`src/rtl/ifu.sv`:
```
// Instruction fetch unit: one outstanding fetch at a time, holding the fetched
// word for decode until consumed or squashed by a control-flow redirect.
module ifu #(
  parameter int                    DATA_WIDTH = 32,
  parameter logic [DATA_WIDTH-1:0] RESET_PC   = 32'h8000_0000
) (
  input  logic                  clk,
  input  logic                  rst,
  output logic                  imem_req_valid,
  input  logic                  imem_req_ready,
  output logic [DATA_WIDTH-1:0] imem_req_addr,
  input  logic                  imem_rsp_valid,
  input  logic [DATA_WIDTH-1:0] imem_rsp_data,
  output logic                  inst_valid,
  input  logic                  inst_ready,
  output logic [DATA_WIDTH-1:0] Instr,
  output logic [DATA_WIDTH-1:0] inst_pc,
  input  logic                  redirect_valid,
  input  logic [DATA_WIDTH-1:0] redirect_pc
);

  typedef enum logic [1:0] {
    S_REQ  = 2'd0,
    S_WAIT = 2'd1,
    S_HOLD = 2'd2
  } state_e;

  state_e                state_q, state_d;
  logic [DATA_WIDTH-1:0] pc_q, pc_d;
  logic                  drop_q, drop_d;
  logic [DATA_WIDTH-1:0] instr_q, instr_d;
  logic [DATA_WIDTH-1:0] inst_pc_q, inst_pc_d;
  logic [DATA_WIDTH-1:0] redirect_aligned;

  // Masking keeps every redirect_pc bit in use while forcing word alignment.
  assign redirect_aligned = redirect_pc & ~DATA_WIDTH'(3);

  always_ff @(posedge clk or posedge rst) begin
    if (rst) begin
      state_q   <= S_REQ;
      pc_q      <= RESET_PC;
      drop_q    <= 1'b0;
      instr_q   <= '0;
      inst_pc_q <= '0;
    end else begin
      state_q   <= state_d;
      pc_q      <= pc_d;
      drop_q    <= drop_d;
      instr_q   <= instr_d;
      inst_pc_q <= inst_pc_d;
    end
  end

  always_comb begin
    state_d   = state_q;
    pc_d      = pc_q;
    drop_d    = drop_q;
    instr_d   = instr_q;
    inst_pc_d = inst_pc_q;
    case (state_q)
      S_REQ: begin
        if (imem_req_ready) begin
          state_d = S_WAIT;
          drop_d  = redirect_valid;
        end
      end
      S_WAIT: begin
        if (imem_rsp_valid) begin
          drop_d = 1'b0;
          // A response for a squashed fetch (earlier or this cycle) never reaches decode.
          if (drop_q || redirect_valid) begin
            state_d = S_REQ;
          end else begin
            instr_d   = imem_rsp_data;
            inst_pc_d = pc_q;
            state_d   = S_HOLD;
          end
        end else if (redirect_valid) begin
          drop_d = 1'b1;
        end
      end
      S_HOLD: begin
        if (redirect_valid) begin
          state_d = S_REQ;
        end else if (inst_ready) begin
          pc_d    = pc_q + DATA_WIDTH'(4);
          state_d = S_REQ;
        end
      end
      default: begin
        state_d = S_REQ;
        drop_d  = 1'b0;
      end
    endcase
    if (redirect_valid) begin
      pc_d = redirect_aligned;
    end
  end

  assign imem_req_valid = (state_q == S_REQ);
  assign imem_req_addr  = pc_q;
  assign inst_valid     = (state_q == S_HOLD);
  assign Instr          = instr_q;
  assign inst_pc        = inst_pc_q;

endmodule

```
`config.mk`:
```
export PLATFORM = sky130hd
export DESIGN_NAME = ifu
export DESIGN_NICKNAME = d
export VERILOG_FILES = /design/src/rtl/ifu.sv
export SDC_FILE = /design/constraint.sdc
export NUM_CORES = 1
export LEC_CHECK = 0
export CORE_UTILIZATION = 44
export DETAILED_ROUTE_END_ITERATION = 10
export GPL_ROUTABILITY_DRIVEN = 0
export PLACE_DENSITY = 0.78
export SLEW_MARGIN = 10
export SYNTH_ARGS = -nofsm -noshare
export SYNTH_HDL_FRONTEND = slang
export SYNTH_SLANG_ARGS = --single-unit
```
`constraint.sdc`:
```
create_clock -name clk -period 3.65 [get_ports clk]
set_input_delay 0.5475 -clock clk [delete_from_list [all_inputs] [get_ports clk]]
set_output_delay 0.5475 -clock clk [all_outputs]
set_load 0.01 [all_outputs]
```
==> impl_summary.txt, run 1 <==
----------------------------------------------------
[Run status]
  Run status ... finished clean

[Clock tree]
  Total CTS buffers ... 9
  Post-CTS Setup Repair Bufs ... 0
  Number of hold buffers added after CTS ... 0
  Count of H-tree levels built during CTS ... 3
  Clock insertion delay at the later pin of the skew report ... 0.35 ns
  Clock-pin slew of the registers on the worst-case setup and hold paths ... 0.09 ns
  Total clock sinks ... 95
  Clock Tree Buf Depth ... 2
  Clock root cell ... sky130_fd_sc_hd__clkbuf_8
  TritonCTS clock tree ... yes
  Quantity of gates resized following cts ... 0

[Worst setup path]
  Kind of cell with the highest combined delay on the critical path ... simple AND/OR/NAND/NOR gates
  Cell breakdown of the critical path ... clkdlybuf4s50_1 > nand3b_4 > or4_1 > or4b_1 > a31oi_1
  CP Launch Point ... inst_ready
  Arrival time at the worst endpoint ... approximately 2.9 ns
  Reg2Reg Depth ... 4
  Worst EP required ... roughly 3.9 ns
  Class of the most critical setup path ... input pin to flip-flop
  R2r startpoint ... state_q[0]
  Type of element launching the critical path ... input pin
  Depth of the critical timing path with buffers and inverters included ... 5
  Critical Path Sink Type ... flip-flop
  WP buf/inv ... 1
  Worst R2R Setup Slack ... around 1.2 ns
  Critical path's largest stage delay ... 0.86 ns
  Critical path peak fanout ... 18
  Cell at the slowest stage of the critical path ... sky130_fd_sc_hd__or4_1
  Worst reg2reg path endpoint ... imem_req_addr[25]
  Worst setup path endpoint ... imem_req_addr[25]

[Synthesis]
  Share of synthesized area spent on multiplexers ... 0.1613
  Main area contributors after synthesis ... sky130_fd_sc_hd__dfrtp_1 54%, sky130_fd_sc_hd__mux2_2 16%, sky130_fd_sc_hd__nand2_1 2.9%, sky130_fd_sc_hd__nand3_1 1.9%, sky130_fd_sc_hd__o31ai_1 1.9%
  EDFF count, synth ... 0
  Commonest register cell after synthesis ... sky130_fd_sc_hd__dfrtp_1
  Number of flip-flops and latches in the synthesized netlist ... 95
  Portion of synthesized cell area occupied by the leading cell type ... 0.5359
  Cell with the most instances after synthesis ... sky130_fd_sc_hd__dfrtp_1
  List of most frequent post-synthesis cells ... 94 x sky130_fd_sc_hd__dfrtp_1, 62 x sky130_fd_sc_hd__mux2_2, 34 x sky130_fd_sc_hd__nand2_1
  Post-synthesis xor/xnor area fraction ... 0.01995
  Fraction of the mapped netlist area in simple logic gates ... 0.1633
  Avg Inst Size Synth ... roughly 11 sq um
  Distinct cell type count after synthesis ... 48
  Synth async-reset ratio ... 1.000
  Synth warnings ... 0
  Dominant combinational cell family by area after synthesis ... simple AND/OR/NAND/NOR gates
  Library cell with the largest summed area after synthesis ... sky130_fd_sc_hd__dfrtp_1
  Post-Syn Area ... about 0.0044 sq mm
  Synthesized-area fraction occupied by adder cells ... 0.002851
  Post-synthesis cell count ... between 300 and 400
  Compound-cell area share of the yosys netlist ... 0.07640
  Fraction of the yosys area taken by sequential cells ... 0.5419

[STA]
  Hold Fails Final Rpt ... 0
  Setup repair after global routing missed its margin ... false
  Setup ws final ... 1.029 ns
  Worst Tran Pin Value ... roughly 0.84 ns
  Final number of setup-violating endpoints ... 0
  Max_slew headroom ... 0.4376
  Sum of negative setup slack ... 0 ns
  Highest achievable clock rate ... ~380 MHz
  Period minus WS final ... around 2.6 ns
  Fin crit share ... 0.7180
  Max-slew violation count ... 0
  Clk_skew ... 0.01128 ns

[Routing]
  Detailed Route WL ... roughly 11000 um
  Vias ... between 3000 and 4000
  Wirelength per Cell ... 15.59 um
  Routed vias/inst ... roughly 5.4
  DRC violation count after routing ... 0
  Antenna Nets Post-Route ... 0
  Detailed-router iteration count before antenna repair ... 4
  DRC violation total after the first TritonRoute iteration ... roughly 100

[Pwr]
  Internal power component ... 2.810 mW
  Switch Pwr ... 1.168 mW
  Sequential group share of total power ... 0.423
  Areal power density over the cells ... 631.6 mW/mm^2
  Leakage power summed over all cells ... between 2 and 3 nW
  Switching Share ... 0.2936
  Clock share of power ... 0.172
  Worst vdd ir ... ~0.38 mV
  Sum of internal, switching and leakage power ... a little under 4 mW
  Comb pwr share ... 0.405

[Global route]
  Via count of the first global-routing pass ... 3537
  Total track usage ... 0.2096
  Initial antenna violation count ... 0
  Global-route wire length before repair ... about 17000 um
  Overflow after GRT ... 0
  Pin count of the biggest net entering global routing ... between 40 and 50

[Placement]
  Count of buffers inserted at the top-level ports ... approximately 160
  Total half-perimeter wirelength after legalization and detailed placement ... just under 8000 um
  Minimum setup slack after placement ... roughly 0.65 ns
  Dpl cell area ... between 0.006 and 0.007 sq mm

[Final layout]
  Number of fill cells ... just over 800
  Fraction of layout instances using a drive strength above 1 ... 0.1657
  Non-Filler Cell Area, Final ... around 0.0063 sq mm
  Final antenna diode count ... 0
  Final Util ... 0.6474
  Synth-to-Final Area Change ... 43.50%
  Number of nets in the final layout ... ~600

[Die]
  Initial Utilization ... 0.4511
  Die width ... a little over 100 um
  Vertical die dimension ... approximately 100 um
  Number of ports placed on the die boundary ... 168
  Core ar. ... between 0.009 and 0.01 sq mm
  Standard-cell row count ... 36
  Overall die area ... around 0.010 sq mm

[Hold path]
  Worst hold path type ... flip-flop to flip-flop
  Worst hold start ... inst_pc[27]

[Flow run]
  Max_cap viols ... 0

----------------------------------------------------
## power by group through the flow
stage	Combinational [mW]	Clock, mW	Sequential (mW)
5_1_grt	1.73	0.752	1.74
3_3_place_gp	1.60	0	1.68
3_5_place_dp	1.63	0	1.71
2_1_floorplan	0.520	0	1.85
6_report	1.61	0.685	1.68
4_1_cts	1.63	0.708	1.69
## registers in the layout, indices dropped and copies added (netlist names)
signal,flops
state_q,2
inst_pc,30
imem_req_addr,30
drop_q,1
Instr,32
## cells in the final DEF, fill, tap and decap left out, types with 5 or more instances in the layout
cell and count:
sky130_fd_sc_hd__nor4_1 7, sky130_fd_sc_hd__nand2_1 34, sky130_fd_sc_hd__clkbuf_8 10, sky130_fd_sc_hd__or4_1 10, sky130_fd_sc_hd__nor3_1 7, sky130_fd_sc_hd__inv_1 5, sky130_fd_sc_hd__a21oi_1 5, sky130_fd_sc_hd__o31ai_1 11
sky130_fd_sc_hd__nand3_1 17, sky130_fd_sc_hd__clkdlybuf4s50_1 160, sky130_fd_sc_hd__xnor2_1 8, sky130_fd_sc_hd__a31oi_1 6, sky130_fd_sc_hd__nor2b_1 6, sky130_fd_sc_hd__dfrtp_1 94, sky130_fd_sc_hd__buf_4 5, sky130_fd_sc_hd__nand4_1 10
sky130_fd_sc_hd__mux2_2 62, sky130_fd_sc_hd__nor2_1 16, sky130_fd_sc_hd__o21ai_0 13, sky130_fd_sc_hd__a22oi_1 5
## how the worst min path moves through the flow
stage | endpoint | slack (ns) | cells past startpoint
3_3_place_gp | Instr[20] | 0.49 | 1
6_report | inst_pc[27] | 0.51 | 1
4_1_cts | Instr[5] | 0.51 | 1
3_5_place_dp | inst_pc[27] | 0.49 | 1
5_1_grt | inst_pc[24] | 0.52 | 1
2_1_floorplan | drop_q | 0.50 | 2
## layer usage
metal	up-vias	track usage	routed length, um
met5	-	0	0
li1	1706	-	-
met1	1792	0.2744	4435
met2	116	0.3524	5349
met3	7	0.05130	677
met4	0	0.05055	76
## per-stage QoR
stage	hold slack (ns)	cells
floorplan	0.4987	387
CTS	0.5145	676
detailed placement	0.4940	660
finish	0.5102	676
global placement	0.4894	660
global route	0.5242	676
## cells by family after synthesis
kind of cell | after synthesis
DFF | 95
other | 1
AOI/OAI and AO/OA | 51
adders and majority gates | 1
buffers and inverters | 33
xor gates and xnor gates | 10
and+or+nand+nor | 130
muxes | 63
## final cells by class
cell class / instances / area (sq um) / share of cell area
inverter: 7 / 28.78 / 0.004569
sequential: 95 / 2379 / 0.3776
clock inverter: 6 / 60.06 / 0.009535
multi-input combinational: 259 / 1883 / 0.2990
timing repair buffer: 166 / 1644 / 0.2610
clock buffer: 10 / 137.6 / 0.02185
tap: 133 / 166.4 / 0.02642
Power figures use the tool's default switching activity.
==> run 2, diff against run 1 <==
--- a/config.mk
+++ b/config.mk
@@ -5,10 +5,10 @@
 export SDC_FILE = /design/constraint.sdc
 export NUM_CORES = 1
 export LEC_CHECK = 0
-export CORE_UTILIZATION = 44
+export CORE_UTILIZATION = 40
 export DETAILED_ROUTE_END_ITERATION = 10
 export GPL_ROUTABILITY_DRIVEN = 0
-export PLACE_DENSITY = 0.78
+export PLACE_DENSITY = 0.75
 export SLEW_MARGIN = 10
 export SYNTH_ARGS = -nofsm -noshare
 export SYNTH_HDL_FRONTEND = slang
==> constraint.sdc (replaced) <==
create_clock -name clk -period 2.3 [get_ports clk]
set_input_delay 0.345 -clock clk [delete_from_list [all_inputs] [get_ports clk]]
set_output_delay 0.345 -clock clk [all_outputs]
set_load 0.01 [all_outputs]
==> impl_summary.txt, run 2 (synthesis results as in run 1) <==
----------------------------------------------------
[Worst setup path]
  Arrival time at the worst endpoint ... approximately 2.4 ns
  Cell breakdown of the critical path ... clkdlybuf4s50_1 > nand3b_4 > or4_1 > buf_4 > or4b_1 > a31oi_1
  Depth of the critical timing path with buffers and inverters included ... 6
  Worst R2R Setup Slack ... 0.23 ns
  Reg2Reg Depth ... 5
  Critical path peak fanout ... 15
  Cell at the slowest stage of the critical path ... sky130_fd_sc_hd__clkdlybuf4s50_1
  Class of the most critical setup path ... input pin to flip-flop
  Critical path's largest stage delay ... 0.53 ns
  Type of element launching the critical path ... input pin
  WP buf/inv ... 2
  Worst EP required ... 2.58 ns
  Critical Path Sink Type ... flip-flop
  Kind of cell with the highest combined delay on the critical path ... simple AND/OR/NAND/NOR gates

[Die]
  Overall die area ... 0.01140 sq mm
  Initial Utilization ... 0.4195
  Core ar. ... between 0.01 and 0.015 sq mm
  Standard-cell row count ... 37
  Die width ... 106.8 um
  Number of ports placed on the die boundary ... around 170
  Vertical die dimension ... 106.8 um

[STA]
  Hold Fails Final Rpt ... 0
  Max_slew headroom ... 0.6250
  Clk_skew ... slightly below 0.009 ns
  Period minus WS final ... roughly 2.1 ns
  Highest achievable clock rate ... between 400 and 500 MHz
  Max-slew violation count ... 0
  Worst hold-check slack ... about 0.30 ns
  Fin crit share ... 0.9092
  Worst Tran Pin Value ... ~0.56 ns
  Final number of setup-violating endpoints ... 0
  Sum of negative setup slack ... 0 ns
  Setup repair after global routing missed its margin ... false

[Placement]
  Count of buffers inserted at the top-level ports ... ~160
  Instance count after placement with tap cells included ... roughly 700
  Dpl cell area ... 0.006304 sq mm
  Total half-perimeter wirelength after legalization and detailed placement ... 8118 um

[Final layout]
  Post-route non-filler standard cell count ... 697
  Synth-to-Final Area Change ... 48.80%
  Final antenna diode count ... 0
  Fraction of layout instances using a drive strength above 1 ... 0.1925
  Max reg flops ... 32
  Number of fill cells ... between 900 and 1000
  Non-Filler Cell Area, Final ... about 0.0065 sq mm
  Most common cell after layout, fill and taps aside ... sky130_fd_sc_hd__clkdlybuf4s50_1
  Most frequent cells in the layout ... 160 x sky130_fd_sc_hd__clkdlybuf4s50_1, 94 x sky130_fd_sc_hd__dfrtp_1, 62 x sky130_fd_sc_hd__mux2_2, 34 x sky130_fd_sc_hd__nand2_1, 18 x sky130_fd_sc_hd__buf_4
  Number of nets in the final layout ... 627

[Clock tree]
  TritonCTS clock tree ... yes
  Number of hold buffers added after CTS ... 0
  Clock root cell ... sky130_fd_sc_hd__clkbuf_8
  Total CTS buffers ... 9
  Post-CTS Setup Repair Bufs ... 0
  Count of H-tree levels built during CTS ... 3
  Total clock sinks ... 95
  Quantity of gates resized following cts ... 0
  Clock-pin slew of the registers on the worst-case setup and hold paths ... ~0.09 ns
  Clock Tree Buf Depth ... 2
  Clock insertion delay at the later pin of the skew report ... about 0.35 ns

[Routing]
  Vias ... between 3000 and 4000
  Antenna Nets Post-Route ... 0
  DRC violation total after the first TritonRoute iteration ... between 100 and 150
  Wirelength per Cell ... roughly 16 um
  Detailed-router iteration count before antenna repair ... 4
  Routed vias/inst ... between 5 and 6
  DRC violation count after routing ... 0
  Detailed Route WL ... roughly 11000 um

[Global route]
  Global-route wire length before repair ... about 18000 um
  Pin count of the biggest net entering global routing ... 34
  Via count of the first global-routing pass ... between 3000 and 4000
  Total track usage ... 0.2004
  Initial antenna violation count ... 0
  Overflow after GRT ... 0

[Hold path]
  Hold path depth ... 2
  Worst hold path type ... input pin to flip-flop

[Pwr]
  Areal power density over the cells ... 996.2 mW/mm^2
  Leakage power summed over all cells ... approximately 2.6 nW
  Worst vdd ir ... about 0.45 mV

[Flow run]
  Max_cap viols ... 0

[Run status]
  Run status ... finished clean

----------------------------------------------------
==> run 2: cell types whose count changed in the layout (fill, tap and decap cells not counted), sizes merged <==
cell and delta:
clkbuf +4, inv -1, clkinvlp -1, buf +18, clkinv -2
==> run 2: worst paths after layout <==
check                            startpoint                end
max                              inst_ready  imem_req_addr[25]
min                          redirect_valid         state_q[1]
max reg2reg                imem_req_addr[2]  imem_req_addr[25]
min reg2reg                      inst_pc[9]         inst_pc[9]
max in group asynchronous               rst  imem_req_addr[31]
min in group asynchronous               rst          Instr[29]
==> run 2: routing by layer <==
metal | share of wire | vias up | global-route usage
li1 | - | 1740 | -
met1 | 0.43 | 1785 | 0.2609
met2 | 0.50 | 121 | 0.3396
met3 | 0.060 | 8 | 0.03951
met4 | 0.0084 | 0 | 0.05577
met5 | 0 | - | 0
==> run 2: through the flow <==
stage | total power [mW] | util | setup slack [ns]
floorplan | 3.757 | - | 0.3372
global placement | 5.264 | 0.6025 | -0.1213
detailed placement | 5.355 | 0.6025 | -0.1503
CTS | 6.581 | 0.6243 | 0.2145
global route | 6.870 | 0.6243 | 0.1186
finish | 6.506 | 0.6243 | 0.2088
==> run 2: area by class of cell <==
class	instances	area, sq um	area share
clock buffer	14	192.7	0.02950
clock inverter	2	35.03	0.005364
inverter	7	30.03	0.004598
multi-input combinational	259	1883	0.2883
sequential	95	2379	0.3642
tap	136	170.2	0.02605
timing repair buffer	184	1842	0.2820
==> run 2: power breakdown <==
| part | internal (mW) | switching [mW] |
|---|---|---|
| combinational | 1.69 | 0.947 |
| clock | 0.651 | 0.569 |
| sequential | 2.28 | 0.366 |
| total | 4.63 | 1.88 |
